===== src/rtl/usb_host_tx.sv =====
// Host-side USB full-speed transmitter: SYNC, LSB-first bit-stuffed NRZI data, then SE0/J EOP.
// Latency: line shows K one cycle after the first byte is accepted; every symbol lasts BIT_CYCLES cycles.
// Backpressure: in_ready only in IDLE and on the strobe ending a non-final byte; no byte there aborts with underrun.
module usb_host_tx #(
    parameter int BIT_CYCLES   = 4,
    parameter int EOP_SE0_BITS = 2
) (
    input  logic       clk48_host,
    input  logic       reset,
    input  logic [7:0] in_data,
    input  logic       in_valid,
    input  logic       in_last,
    output logic       in_ready,
    output logic       tx_dp,
    output logic       tx_dn,
    output logic       tx_oe,
    output logic       busy,
    output logic       underrun
);
    localparam int BCW = (BIT_CYCLES > 1) ? $clog2(BIT_CYCLES) : 1;
    localparam int ECW = $clog2(EOP_SE0_BITS + 1);
    localparam logic [BCW-1:0] BC_LAST  = BCW'(BIT_CYCLES - 1);
    localparam logic [ECW-1:0] EOP_LAST = ECW'(EOP_SE0_BITS - 1);

    typedef enum logic [2:0] {IDLE, SYNC, DATA, EOP_SE0, EOP_J} state_t;

    state_t         state;
    logic [BCW-1:0] bit_cnt;
    logic [ECW-1:0] eop_cnt;
    logic [2:0]     sync_idx;
    logic [2:0]     bit_idx;
    logic [2:0]     ones;
    logic [7:0]     shreg;
    logic           last_q;

    logic strobe;
    logic stuff_due;
    logic byte_done;
    logic fetch;
    logic tx_send;
    logic tx_bit;
    logic go_eop;
    logic load_new;

    assign strobe    = (state != IDLE) && (bit_cnt == BC_LAST);
    assign stuff_due = (ones == 3'd6);
    // bit_idx is the last data bit put on the line; the byte is finished once no stuff bit is owed
    assign byte_done = (bit_idx == 3'd7) && !stuff_due;
    assign fetch     = (state == DATA) && strobe && byte_done && !last_q;

    always_comb begin
        in_ready = 1'b0;
        if (!reset && (state == IDLE || fetch)) begin
            in_ready = in_valid;
        end
    end

    // Selects the next bit to place on the line at the end of the current bit time
    always_comb begin
        tx_send  = 1'b0;
        tx_bit   = 1'b0;
        go_eop   = 1'b0;
        load_new = 1'b0;
        if (strobe) begin
            case (state)
                SYNC: begin
                    tx_send = 1'b1;
                    tx_bit  = (sync_idx == 3'd7) ? shreg[0] : (sync_idx == 3'd6);
                end
                DATA: begin
                    if (stuff_due) begin
                        tx_send = 1'b1;
                        tx_bit  = 1'b0;
                    end else if (!byte_done) begin
                        tx_send = 1'b1;
                        tx_bit  = shreg[0];
                    end else if (!last_q && in_valid) begin
                        tx_send  = 1'b1;
                        tx_bit   = in_data[0];
                        load_new = 1'b1;
                    end else begin
                        go_eop = 1'b1;
                    end
                end
                default: ;
            endcase
        end
    end

    always_ff @(posedge clk48_host) begin
        if (reset) begin
            state    <= IDLE;
            bit_cnt  <= '0;
            eop_cnt  <= '0;
            sync_idx <= 3'd0;
            bit_idx  <= 3'd0;
            ones     <= 3'd0;
            shreg    <= 8'd0;
            last_q   <= 1'b0;
            tx_dp    <= 1'b1;
            tx_dn    <= 1'b0;
            tx_oe    <= 1'b0;
            busy     <= 1'b0;
            underrun <= 1'b0;
        end else begin
            underrun <= 1'b0;
            if (state != IDLE) begin
                bit_cnt <= strobe ? '0 : bit_cnt + 1'b1;
            end
            // NRZI: a 0 flips J/K, a 1 holds the line
            if (tx_send) begin
                tx_dp <= tx_bit ? tx_dp : ~tx_dp;
                tx_dn <= tx_bit ? tx_dn : ~tx_dn;
                ones  <= tx_bit ? ones + 3'd1 : 3'd0;
            end
            case (state)
                IDLE: begin
                    if (in_valid) begin
                        shreg    <= in_data;
                        last_q   <= in_last;
                        sync_idx <= 3'd0;
                        bit_idx  <= 3'd0;
                        ones     <= 3'd0;
                        bit_cnt  <= '0;
                        tx_dp    <= 1'b0;
                        tx_dn    <= 1'b1;
                        tx_oe    <= 1'b1;
                        busy     <= 1'b1;
                        state    <= SYNC;
                    end
                end
                SYNC: begin
                    if (strobe) begin
                        if (sync_idx == 3'd7) begin
                            state   <= DATA;
                            bit_idx <= 3'd0;
                            shreg   <= shreg >> 1;
                        end else begin
                            sync_idx <= sync_idx + 3'd1;
                        end
                    end
                end
                DATA: begin
                    if (strobe) begin
                        if (load_new) begin
                            shreg   <= in_data >> 1;
                            last_q  <= in_last;
                            bit_idx <= 3'd0;
                        end else if (go_eop) begin
                            state    <= EOP_SE0;
                            eop_cnt  <= '0;
                            tx_dp    <= 1'b0;
                            tx_dn    <= 1'b0;
                            underrun <= !last_q;
                        end else if (!stuff_due) begin
                            bit_idx <= bit_idx + 3'd1;
                            shreg   <= shreg >> 1;
                        end
                    end
                end
                EOP_SE0: begin
                    if (strobe) begin
                        if (eop_cnt == EOP_LAST) begin
                            state <= EOP_J;
                            tx_dp <= 1'b1;
                            tx_dn <= 1'b0;
                        end else begin
                            eop_cnt <= eop_cnt + 1'b1;
                        end
                    end
                end
                EOP_J: begin
                    if (strobe) begin
                        state <= IDLE;
                        tx_oe <= 1'b0;
                        busy  <= 1'b0;
                    end
                end
                default: state <= IDLE;
            endcase
        end
    end
endmodule


===== config.mk =====
export PLATFORM = sky130hd
export DESIGN_NAME = usb_host_tx
export DESIGN_NICKNAME = d
export VERILOG_FILES = /design/src/rtl/usb_host_tx.sv
export SDC_FILE = /design/constraint.sdc
export NUM_CORES = 1
export LEC_CHECK = 0
export BUFFER_PORTS_ARGS = -buffer_cell sky130_fd_sc_hd__clkbuf_2
export CELL_PAD_IN_SITES_DETAIL_PLACEMENT = 0
export CELL_PAD_IN_SITES_GLOBAL_PLACEMENT = 1
export CORE_ASPECT_RATIO = 1.1
export CORE_UTILIZATION = 48
export CTS_CLUSTER_DIAMETER = 100
export DETAILED_ROUTE_END_ITERATION = 6
export GPL_TIMING_DRIVEN = 0
export PLACE_DENSITY = 0.88
export SETUP_SLACK_MARGIN = 0.02
export SLEW_MARGIN = 20
export SYNTH_ARGS = -nofsm -noshare
export SYNTH_HDL_FRONTEND = slang
export SYNTH_SLANG_ARGS = --single-unit

===== constraint.sdc =====
create_clock -name clk48_host -period 3.45 [get_ports clk48_host]
set_input_delay 0.8625 -clock clk48_host [delete_from_list [all_inputs] [get_ports clk48_host]]
set_output_delay 0.8625 -clock clk48_host [all_outputs]
set_load 0.05 [all_outputs]

Word level (Yosys, flattened, before mapping). Cells that the tools add are included.

Bits of input ports: 12. Latch bits: 0. Word-level logic and storage cells: 160. Bits in read-only memories: 0. Memories: 0. Flip-flop bits (word level): 29. Output and inout bits: 6. Bits in writable memories: 0.

Div/mod/pow operators: 0. Equal/unequal tests: 24. Shift-type cells: 0. Magnitude comparators: 0. Reductions and logical operators: 25. Bitwise operators: 5. $add $sub $neg: 5. Multiply operators: 0. Mux-type cells: 89.

Operator list (number): 3-bit 2-to-1 mux (22); 8-bit 2-to-1 mux (7); 1-bit 2-to-1 mux (40); 2-bit inequality test, second input constant (12); 8-bit case mux with 3 select lines (1); 2-bit 2-to-1 mux (9); 3-bit == test, second input constant (5); 3-bit case mux with 5 select lines (1); 3-bit by 1-bit adder with 3-bit output, second input constant (3); 3-bit case mux with 3 select lines (1); 9-bit AND reduction (1); 1-bit case mux with 2 select lines (4); 4-bit AND reduction (2); 2-bit nonzero test (4); 1-bit logical AND (7); 7-bit AND reduction (1); 3-bit by 2-bit == test with 1-bit output, second input constant (2); 3-bit inequality test, second input constant (2); 1-bit case mux with 3 select lines (2); 3-bit case mux with 2 select lines (1); 6-bit AND reduction (1); 3-bit nonzero test (2); 1-bit NOT (5); 5-bit OR reduction (1); 9 further kinds (12).

Depth between registers and ports, before layout. Gate-level depths: netlist of the first run.

Depth in word-level cells: 13. Gate-level depth with buffers: 8. Gate-level depth less buffers: 7.

Worst setup path before layout of the first run. OpenSTA, ideal clock, no wires.

Path type: in2out. Start: input port in_valid. End: output port in_ready. Buffers on the path: 1. Required time: 2588 ps. Arrival: 2098 ps. Cell stages on the path: 5. Path slack: 489 ps. Path through: and2b_4 and3_1 buf_4 a21oi_1 nor2_1.

Longest elaborated chain between the ends: 1.

RTL lines: start, declared (RTL line 11) `input logic in_valid,`; 1-bit 2-to-1 mux (RTL line 53) `if (!reset && (state == IDLE || fetch)) begin`; end, declared (RTL line 13) `output logic in_ready,`.

No other way between the ends.

Worst setup path after layout of the first run. Same ends and word-level chain as after synthesis.

==> results of run 1 <==
worst paths after layout:
path,cells past startpoint,to,slack (ps),start
max,5,in_ready,260,in_valid
min,2,sync_idx[1],480,sync_idx[1]
max reg2reg,8,shreg[3],1160,bit_idx[0]
min reg2reg,2,sync_idx[1],480,sync_idx[1]
cells in the final DEF, fill, tap and decap left out, drive strengths merged, types with 5 or more instances in the layout:
cell type	count
nor3	6
a211oi	7
dfxtp	29
mux2	6
clkbuf	31
inv	8
nor2b	5
nand3	5
a22oi	6
nor2	28
nand4	5
ha	9
a221oi	6
buf	10
nand2	15
a21oi	17
o21ai	6
state kept, by name, indices dropped and copies added, names as in the netlist:
signal,flops
tx_dp,1
underrun,1
sync_idx,3
eop_cnt,2
shreg,8
bit_idx,3
bit_cnt,2
ones,3
busy,1
state,3
last_q,1
tx_dn,1
where the power goes:
part           leakage (nW)  total [W]  internal [W]  switching, W
combinational         0.581   0.000136     0.0000544     0.0000816
clock                0.0542   0.000312      0.000180      0.000132
sequential            0.237   0.000360      0.000350     0.0000107
total                 0.872   0.000808      0.000584      0.000224
per-layer routing:
layer	vias to the layer above	GRT usage	wire, µm
met5	-	0	0
met4	0	0.0756	78
met3	9	0.0450	128
met2	38	0.383	2040
met1	822	0.300	2230
li1	876	-	-
layout make-up:
type / instances / area [µm²] / share of cell area
flip-flops and latches: 29 / 581 / 0.268
clock buffers: 7 / 96.3 / 0.0445
plain buffers: 17 / 108 / 0.0497
inverters: 8 / 30.0 / 0.0139
multi-input cells: 172 / 1200 / 0.553
clock inverters: 1 / 5.00 / 0.00231
repair buffers: 17 / 85.1 / 0.0393
well taps: 50 / 62.6 / 0.0289
logic make-up (layout without fill, tap and decap cells):
kind of cell	after synthesis	in the layout	synth area share
AO/OA/AOI/OAI	62	62	0.261
AND/OR/NAND/NOR	89	89	0.241
adder cells (fa/ha/maj)	9	9	0.0588
buffers and inverters	25	50	0.0719
flip-flops	29	29	0.303
XOR/XNOR	3	3	0.0137
multiplexers	9	9	0.0509
worst register-to-register path: stages, from the launching register on:
cell	delay [ps]
dfxtp_1	360
ha_1	160
ha_1	260
a21boi_2	270
and3_1	180
buf_4	180
mux2_2	350
a221oi_1	270
a211oi_1	110
stage by stage:
stage / area [µm²] / setup slack (ps)
floorplan: 1920 / 489
global placement: 2060 / 298
detailed placement: 2060 / 281
CTS: 2160 / 277
global route: 2160 / 148
finish: 2160 / 260
==> metrics.cfg, run 1 <==
[synth]
async_flop_share = 0
ys_top_cells_by_area = dfxtp_1 (30%), ha_1 (5.9%), nor2_1 (5.5%)
synth_common_cells = dfxtp_1 (29), nor2_1 (28), a21oi_1 (16)
syn-cell-area_mm2 = 0.00192
syn_nets = 247
synth.distinct_cells = 55
yosysWarningCount = 0
syn_area_per_cell_um2 = 8.48
ys_seq_area_frac = 0.303
synth_cells = 226
synth-edff-count = 0
synth-seq-cells = 29
yosysMostFrequentCell = dfxtp_1
yosysTopAreaCellShare = 0.303
synth_flop_cell = dfxtp_1
yosysTopAreaCell = dfxtp_1

[grt]
grt_max_degree = 11
antenna_found_initial = 0
grt_overflow_total = 0
grt_pass1_wl_um = 7580
grtUsageTotal = 0.230
grt_pass1_vias = 1612

[timing]
period_needed_ps = 3190
timing.final.crit_share = 0.925
fin_hold_ws_ps = 476
worst_slew_pin_slew_ps = 833
slew_headroom = 0.437
maxSlewViolCount = 0
finalHoldViolations = 0
rsz0062_at_grt = no
fin_tns_setup_ps = 0
skew_ps = 3.93
max_freq_ghz = 0.314
setup_viol = 0

[clock_network]
cts_buffer_depth = 2
hold_buffers = 0
clock-root-buffer = clkbuf_8
clock_latency_ps = 280
postCtsSetupBuffers = 0
cts.sinks = 29
htree_levels = 2
cts_tree = done
cts.repair.resized = 0
cts.reportedPaths.clkPinSlew_ps = 60
cts_buffers = 5

[setup_path]
path_cells = clkbuf_2 -> nor4b_1 -> a21oi_1 -> nor2_1 -> clkbuf_2
critPathRequiredTime_ps = 2590
critPathKind = input pin to primary output
crit_arrival_ps = 2330
worstPathMaxFanout = 7
crit_family = simple AND/OR/NAND/NOR gates
max_stage_delay_ps = 700
start_kind = input pin
endpoint_kind = primary output
critical_path_buf_inv_count = 2
cp_common_cell = clkbuf_2
crit_slowest_cell = nor4b_1

[cells_and_area]
final_net_count = 271
drive_above_1_share = 0.231
fin_util = 0.579
instances_no_fill = 301
num-fill-cells = 362
syn2layout_area_growth_pct = 13.0
n_antenna_cell = 0

[worst_hold_path]
hold_path.class = register to register

[power_and_ir_drop]
peakVddDrop_v = 0.000234
finalPower_w = 0.000808
power.density_mw_per_mm2 = 373
p_leak_nw = 0.872

[drt]
drt_pre_antenna_iters = 4
wl_um = 4470
dr.first_iter.drc_count = 104
vias_per_cell = 5.80
vias = 1745
drc = 0
wl_per_cell_um = 14.9
ant_nets = 0

[flow_run]
max-cap-violations = 0

[die]
io_pins = 18
core_area_mm2 = 0.00374
die_width_um = 62.2
dieArea_mm2 = 0.00425
start_util = 0.512
rows = 23
dieHeight_um = 68.3

[place]
numPlacedInstances = 293
gp_congestion = 0.829
dp_hpwl_um = 3210
port_buffers = 17

[status]
outcome = finished, final reports clean

Note: power is estimated with default switching activity, not from simulation.
==> inputs of run 2 (changes only) <==
--- a/config.mk
+++ b/config.mk
@@ -6,14 +6,12 @@
 export NUM_CORES = 1
 export LEC_CHECK = 0
 export BUFFER_PORTS_ARGS = -buffer_cell sky130_fd_sc_hd__clkbuf_2
-export CELL_PAD_IN_SITES_DETAIL_PLACEMENT = 0
-export CELL_PAD_IN_SITES_GLOBAL_PLACEMENT = 1
 export CORE_ASPECT_RATIO = 1.1
-export CORE_UTILIZATION = 48
+export CORE_UTILIZATION = 60
 export CTS_CLUSTER_DIAMETER = 100
 export DETAILED_ROUTE_END_ITERATION = 6
 export GPL_TIMING_DRIVEN = 0
-export PLACE_DENSITY = 0.88
+export PLACE_DENSITY = 0.85
 export SETUP_SLACK_MARGIN = 0.02
 export SLEW_MARGIN = 20
 export SYNTH_ARGS = -nofsm -noshare
==> run 2 against run 1 <==
Compared with the run above:
- the run now ends with design-rule violations left
- cell count fell by 5.6%
- largest power group unchanged
- design area decreased by 3.1%
- non-clock buffer count unchanged
- worst setup slack lost 45 ps
- largest cell class unchanged
- critical path depth grew 3
- first-iteration DRC count rose by 3.8%
- sequential power barely moved
- wire length shrank 1.8%
- power decreased by 12%
==> metrics.cfg, run 2 (synthesized netlist as in run 1, its figures left out) <==
[die]
start_util = 0.628  ; was 0.512
die_width_um = 55.9  ; was 62.2 µm
rows = 21  ; was 23
dieHeight_um = 61.3  ; was 68.3 µm
core_area_mm2 = 0.00305  ; was 0.00374 mm²
io_pins = 18  ; unchanged
dieArea_mm2 = 0.00342  ; was 0.00425 mm²

[cells_and_area]
layout_commonest_cell = dfxtp_1  ; unchanged
ff_latch_area_um2 = 581  ; unchanged
drive_above_1_share = 0.224  ; was 0.231
max_flop_register = shreg  ; unchanged
n_antenna_cell = 0  ; unchanged
final_cell_area_mm2 = 0.00210  ; was 0.00216 mm²
layout_common_cells = dfxtp_1 (29), nor2_1 (28), clkbuf_2 (17)  ; unchanged
num-fill-cells = 252  ; was 362
largest_reg_flops = 8  ; unchanged
instances_no_fill = 284  ; was 301
syn2layout_area_growth_pct = 9.54  ; was 13.0%
final_net_count = 271  ; unchanged
multi_input_area_mm2 = 0.00120  ; unchanged
fin_util = 0.688  ; was 0.579

[clock_network]
cts_buffer_depth = 2  ; unchanged
htree_levels = 2  ; unchanged
clock-root-buffer = clkbuf_4  ; was clkbuf_8
cts_tree = done  ; unchanged
cts.reportedPaths.clkPinSlew_ps = 90  ; was 60 ps
clock_latency_ps = 330  ; was 280 ps
postCtsSetupBuffers = 0  ; unchanged
hold_buffers = 0  ; unchanged
cts.sinks = 29  ; unchanged
cts_buffers = 5  ; unchanged
cts.repair.resized = 0  ; unchanged

[drt]
wl_um = 4390  ; was 4470 µm
vias = 1809  ; was 1745
drt_pre_antenna_iters = 6  ; was 4
dr.first_iter.drc_count = 108  ; was 104
drc = 2  ; was 0
wl_per_cell_um = 15.5  ; was 14.9 µm
ant_nets = 0  ; unchanged
vias_per_cell = 6.37  ; was 5.80

[setup_path]
r2r.worst_path.cells = 8  ; unchanged
rr_endpoint = shreg[3]  ; unchanged
cp-startpoint = bit_idx[0]  ; was in_valid
endpoint_kind = primary output  ; unchanged
r2r-start = bit_idx[0]  ; unchanged
critPathKind = register to primary output  ; was input pin to primary output
ff2ff_setup_slack_ps = 1100  ; was 1160 ps
start_kind = register  ; was input pin
critPathRequiredTime_ps = 2590  ; about the same
worstPathMaxFanout = 9  ; was 7
endpoint = in_ready  ; unchanged
crit_arrival_ps = 2370  ; was 2330 ps

[power_and_ir_drop]
p_leak_nw = 0.849  ; was 0.872 nW
power.density_mw_per_mm2 = 338  ; was 373 mW/mm²
peakVddDrop_v = 0.000262  ; was 0.000234 V

[timing]
finalHoldViolations = 0  ; unchanged
slew_headroom = 0.496  ; was 0.437
period_needed_ps = 3230  ; was 3190 ps
fin_tns_setup_ps = 0  ; unchanged
setup_viol = 0  ; unchanged
fin_hold_ws_ps = 480  ; was 476 ps
rsz0062_at_grt = no  ; unchanged
max_freq_ghz = 0.309  ; was 0.314 GHz
timing.final.crit_share = 0.938  ; was 0.925
worst_slew_pin_slew_ps = 745  ; was 833 ps
skew_ps = 4.87  ; was 3.93 ps
maxSlewViolCount = 0  ; unchanged

[place]
dp_hpwl_um = 3180  ; was 3210 µm
dpl_cell_area_mm2 = 0.00204  ; was 0.00206 mm²
numPlacedInstances = 277  ; was 293
port_buffers = 17  ; unchanged
gp_congestion = 0.880  ; was 0.829

[grt]
grt_pass1_wl_um = 7560  ; was 7580 µm
grtUsageTotal = 0.280  ; was 0.230
grt_max_degree = 11  ; unchanged
antenna_found_initial = 0  ; unchanged
grt_overflow_total = 0  ; unchanged
grt_pass1_vias = 1689  ; was 1612

[flow_run]
max-cap-violations = 0  ; unchanged

[worst_hold_path]
hold_path.class = register to register  ; unchanged

[status]
outcome = complete, but fails checks  ; was finished, final reports clean
violations = design-rule violations

run 2: cell count changes in the layout (fill, tap and decap cells not counted):
cell / delta
clkinv_2: -1
clkbuf_1: +1
clkbuf_4: +5
clkbuf_8: -6
run 2: worst min-delay path by stage:
| stage | start | endpoint | slack, ps | cells past startpoint |
|---|---|---|---|---|
| 3_3_place_gp | bit_idx[1] | bit_idx[1] | 460 | 2 |
| 2_1_floorplan | last_q | underrun | 430 | 1 |
| 4_1_cts | sync_idx[2] | sync_idx[2] | 490 | 2 |
| 5_1_grt | sync_idx[2] | sync_idx[2] | 520 | 2 |
| 6_report | sync_idx[2] | sync_idx[2] | 480 | 2 |
| 3_5_place_dp | last_q | underrun | 470 | 1 |
run 2: area by class of cell:
class                           count  share of cell area
Buffer                             17              0.0513
Clock buffer                        7              0.0262
Inverter                            8              0.0143
Multi-Input combinational cell    172               0.571
Sequential cell                    29               0.277
Tap cell                           34              0.0203
Timing Repair Buffer               17              0.0405
run 2: metal layers:
layer	global-route usage	part of all wire	wire length [µm]	vias to the layer above
met4	0.118	0.012	52	0
li1	-	-	-	876
met1	0.353	0.43	1900	857
met2	0.482	0.49	2160	69
met5	0	0	0	-
met3	0.0546	0.062	272	7
run 2: where the power goes:
| group | internal [W] | switching, W |
|---|---|---|
| Clock | 0.0000960 | 0.000116 |
| Combinational | 0.0000544 | 0.0000820 |
| Sequential | 0.000349 | 0.0000110 |
run 2: through the flow:
| stage | power [W] | worst slack (ps) |
|---|---|---|
| finish | 0.000709 | 215 |
| global route | 0.000741 | 55.9 |
| global placement | 0.000500 | 317 |
| detailed placement | 0.000503 | 342 |
| floorplan | 0.000469 | 489 |
| CTS | 0.000711 | 252 |
run 2: critical path, cell delays in order, from the launching register on:
cell,delay (ps)
dfxtp_1,370
ha_1,160
ha_1,280
a21boi_2,280
and3_1,200
buf_4,180
a21oi_1,120
nor2_1,160
clkbuf_2,290
==> inputs of run 3 (changes only) <==
--- a/config.mk
+++ b/config.mk
@@ -7,11 +7,12 @@
 export LEC_CHECK = 0
 export BUFFER_PORTS_ARGS = -buffer_cell sky130_fd_sc_hd__clkbuf_2
 export CORE_ASPECT_RATIO = 1.1
-export CORE_UTILIZATION = 60
+export CORE_UTILIZATION = 53
 export CTS_CLUSTER_DIAMETER = 100
+export CTS_CLUSTER_SIZE = 16
 export DETAILED_ROUTE_END_ITERATION = 6
 export GPL_TIMING_DRIVEN = 0
-export PLACE_DENSITY = 0.85
+export PLACE_DENSITY = 0.79
 export SETUP_SLACK_MARGIN = 0.02
 export SLEW_MARGIN = 20
 export SYNTH_ARGS = -nofsm -noshare
==> constraint.sdc (replaced) <==
create_clock -name clk48_host -period 2.9 [get_ports clk48_host]
set_input_delay 0.725 -clock clk48_host [delete_from_list [all_inputs] [get_ports clk48_host]]
set_output_delay 0.725 -clock clk48_host [all_outputs]
set_load 0.05 [all_outputs]
==> run 3 against run 2 <==
Compared with the run above:
- the run now ends clean
- clock skew up 2.1 ps
- sequential cell count unchanged
- power up 20%
- register-to-register slack worse by 330 ps
- sequential power grew 19%
- core utilization fell by 4.9 points
- combinational power up 21%
- global-route usage is 2.8 points lower
- critical path type unchanged
- largest cell class unchanged
- largest power group unchanged
- highest routed layer unchanged
==> metrics.cfg, run 3 (synthesized netlist as in run 1, its figures left out) <==
[grt]
busiest_layer = met2  ; unchanged
grt_pass1_vias = 1586  ; was 1689
grtUsageMet1 = 0.333  ; was 0.353
grtUsageTotal = 0.252  ; was 0.280
grt_pass1_wl_um = 7360  ; was 7560 µm
grt_max_degree = 11  ; unchanged
grt_use_met3 = 0.0539  ; was 0.0546
grt_overflow_total = 0  ; unchanged
antenna_found_initial = 0  ; unchanged
grt.met2_usage = 0.393  ; was 0.482

[cells_and_area]
n_antenna_cell = 0  ; unchanged
num-fill-cells = 293  ; was 252
layout_commonest_cell = nor2_1  ; was dfxtp_1
syn2layout_area_growth_pct = 12.9  ; was 9.54%
drive_above_1_share = 0.248  ; was 0.224
max_flop_register = shreg  ; unchanged
largest_reg_flops = 8  ; unchanged
layout_common_cells = nor2_1 (28), dfxtp_1 (27), clkbuf_2 (16)  ; was dfxtp_1 (29), nor2_1 (28), clkbuf_2 (17)
final_cell_area_mm2 = 0.00216  ; was 0.00210 mm²
final_net_count = 271  ; unchanged

[die]
dieArea_mm2 = 0.00386  ; was 0.00342 mm²
start_util = 0.566  ; was 0.628
rows = 22  ; was 21
die_width_um = 59.3  ; was 55.9 µm
io_pins = 18  ; unchanged
dieHeight_um = 65.1  ; was 61.3 µm
core_area_mm2 = 0.00339  ; was 0.00305 mm²

[clock_network]
cts_buffer_depth = 2  ; unchanged
cts.sinks = 29  ; unchanged
htree_levels = 2  ; unchanged
cts_buffers = 5  ; unchanged
cts_tree = done  ; unchanged
clock-root-buffer = clkbuf_4  ; unchanged
clock_latency_ps = 330  ; about the same
cts.reportedPaths.clkPinSlew_ps = 90  ; about the same
postCtsSetupBuffers = 0  ; unchanged
hold_buffers = 0  ; unchanged

[power_and_ir_drop]
finalPower_w = 0.000847  ; was 0.000709 W
peakVddDrop_v = 0.000296  ; was 0.000262 V
p_leak_nw = 0.850  ; was 0.849 nW
power.density_mw_per_mm2 = 392  ; was 338 mW/mm²

[worst_hold_path]
hold_path.class = register to register  ; unchanged
min-delay-start = last_q  ; was sync_idx[2]
min_path_cells = 1  ; was 2
whs_endpoint = underrun  ; was sync_idx[2]

[drt]
dr.first_iter.drc_count = 94  ; was 108
drc = 0  ; was 2
vias = 1772  ; was 1809
wl_per_cell_um = 14.8  ; was 15.5 µm
drt_pre_antenna_iters = 5  ; was 6
wl_um = 4420  ; was 4390 µm
ant_nets = 0  ; unchanged
vias_per_cell = 5.95  ; was 6.37

[timing]
slew_headroom = 0.631  ; was 0.496
period_needed_ps = 2760
fin_tns_setup_ps = 0  ; unchanged
skew_ps = 6.97  ; was 4.87 ps
fin_hold_ws_ps = 478  ; was 480 ps
finalHoldViolations = 0  ; unchanged
rsz0062_at_grt = no  ; unchanged
maxSlewViolCount = 0  ; unchanged
setup_ws_ps = 143  ; was 215 ps
setup_viol = 0  ; unchanged
timing.final.crit_share = 0.951
worst_slew_pin_slew_ps = 554  ; was 745 ps
max_freq_ghz = 0.363

[setup_path]
r2r-start = bit_idx[0]  ; unchanged
critPathRequiredTime_ps = 2170  ; was 2590 ps
critPathKind = register to primary output  ; unchanged
start_kind = register  ; unchanged
cp-startpoint = bit_idx[0]  ; unchanged
endpoint_kind = primary output  ; unchanged
crit_arrival_ps = 2030  ; was 2370 ps
worstPathMaxFanout = 9  ; unchanged
r2r.worst_path.cells = 8  ; unchanged
ff2ff_setup_slack_ps = 770  ; was 1100 ps
rr_endpoint = shreg[2]  ; was shreg[3]

[place]
gp_congestion = 0.940  ; was 0.880
dp_hpwl_um = 3110  ; was 3180 µm
pre_cts_slack_ps = 67.6  ; was 342 ps
dpl_cell_area_mm2 = 0.00206  ; was 0.00204 mm²
port_buffers = 17  ; unchanged

[flow_run]
max-cap-violations = 0  ; unchanged

[status]
outcome = finished, final reports clean  ; was complete, but fails checks

## run 3: final cells by class
type	count	area [µm²]	share of cell area
tap	48	60.1	0.0278
inverter	8	30.0	0.0139
timing repair buffer	17	93.8	0.0434
multi-input combinational	172	1230	0.569
clock buffer	7	55.1	0.0254
buffer	17	111	0.0515
sequential	29	583	0.270
## run 3: worst max path at each step
stage                           to  slack [ps]  depth (start not counted)
after CTS                 in_ready          20                          8
final                     in_ready         140                          8
after floorplan           in_ready         170                          7
after global placement    in_ready          60                          5
after global routing      in_ready          10                          8
after detailed placement  in_ready          70                          5
## run 3: metal layers
layer	up-vias	wire length [µm]
li1	875	-
met1	850	2040
met2	42	2110
met3	5	205
met4	0	61
met5	-	0
## run 3: repair_timing
action | CTS | global route
pin swaps | 0 | 1
resized for setup | 5 | 6
endpoints found under the setup margin | 1 | 1
gates cloned | 0 | 0
## run 3: critical path: stages (launching register included)
cell and delay (ps):
dfxtp_2 350, ha_2 190, ha_4 160, a21boi_4 220
and3_1 210, buf_6 150, a21oi_2 80, nor2_1 140
clkbuf_8 200
## run 3: power by group
group	internal [W]	total, W	switching, W
combinational	0.0000664	0.000164	0.0000978
clock	0.000114	0.000255	0.000141
sequential	0.000416	0.000428	0.0000127
total	0.000596	0.000847	0.000251
## run 3: stage by stage
step	util	instances
global placement	0.609	291
global route	0.639	298
CTS	0.632	298
detailed placement	0.609	291
finish	0.639	298
floorplan	-	226
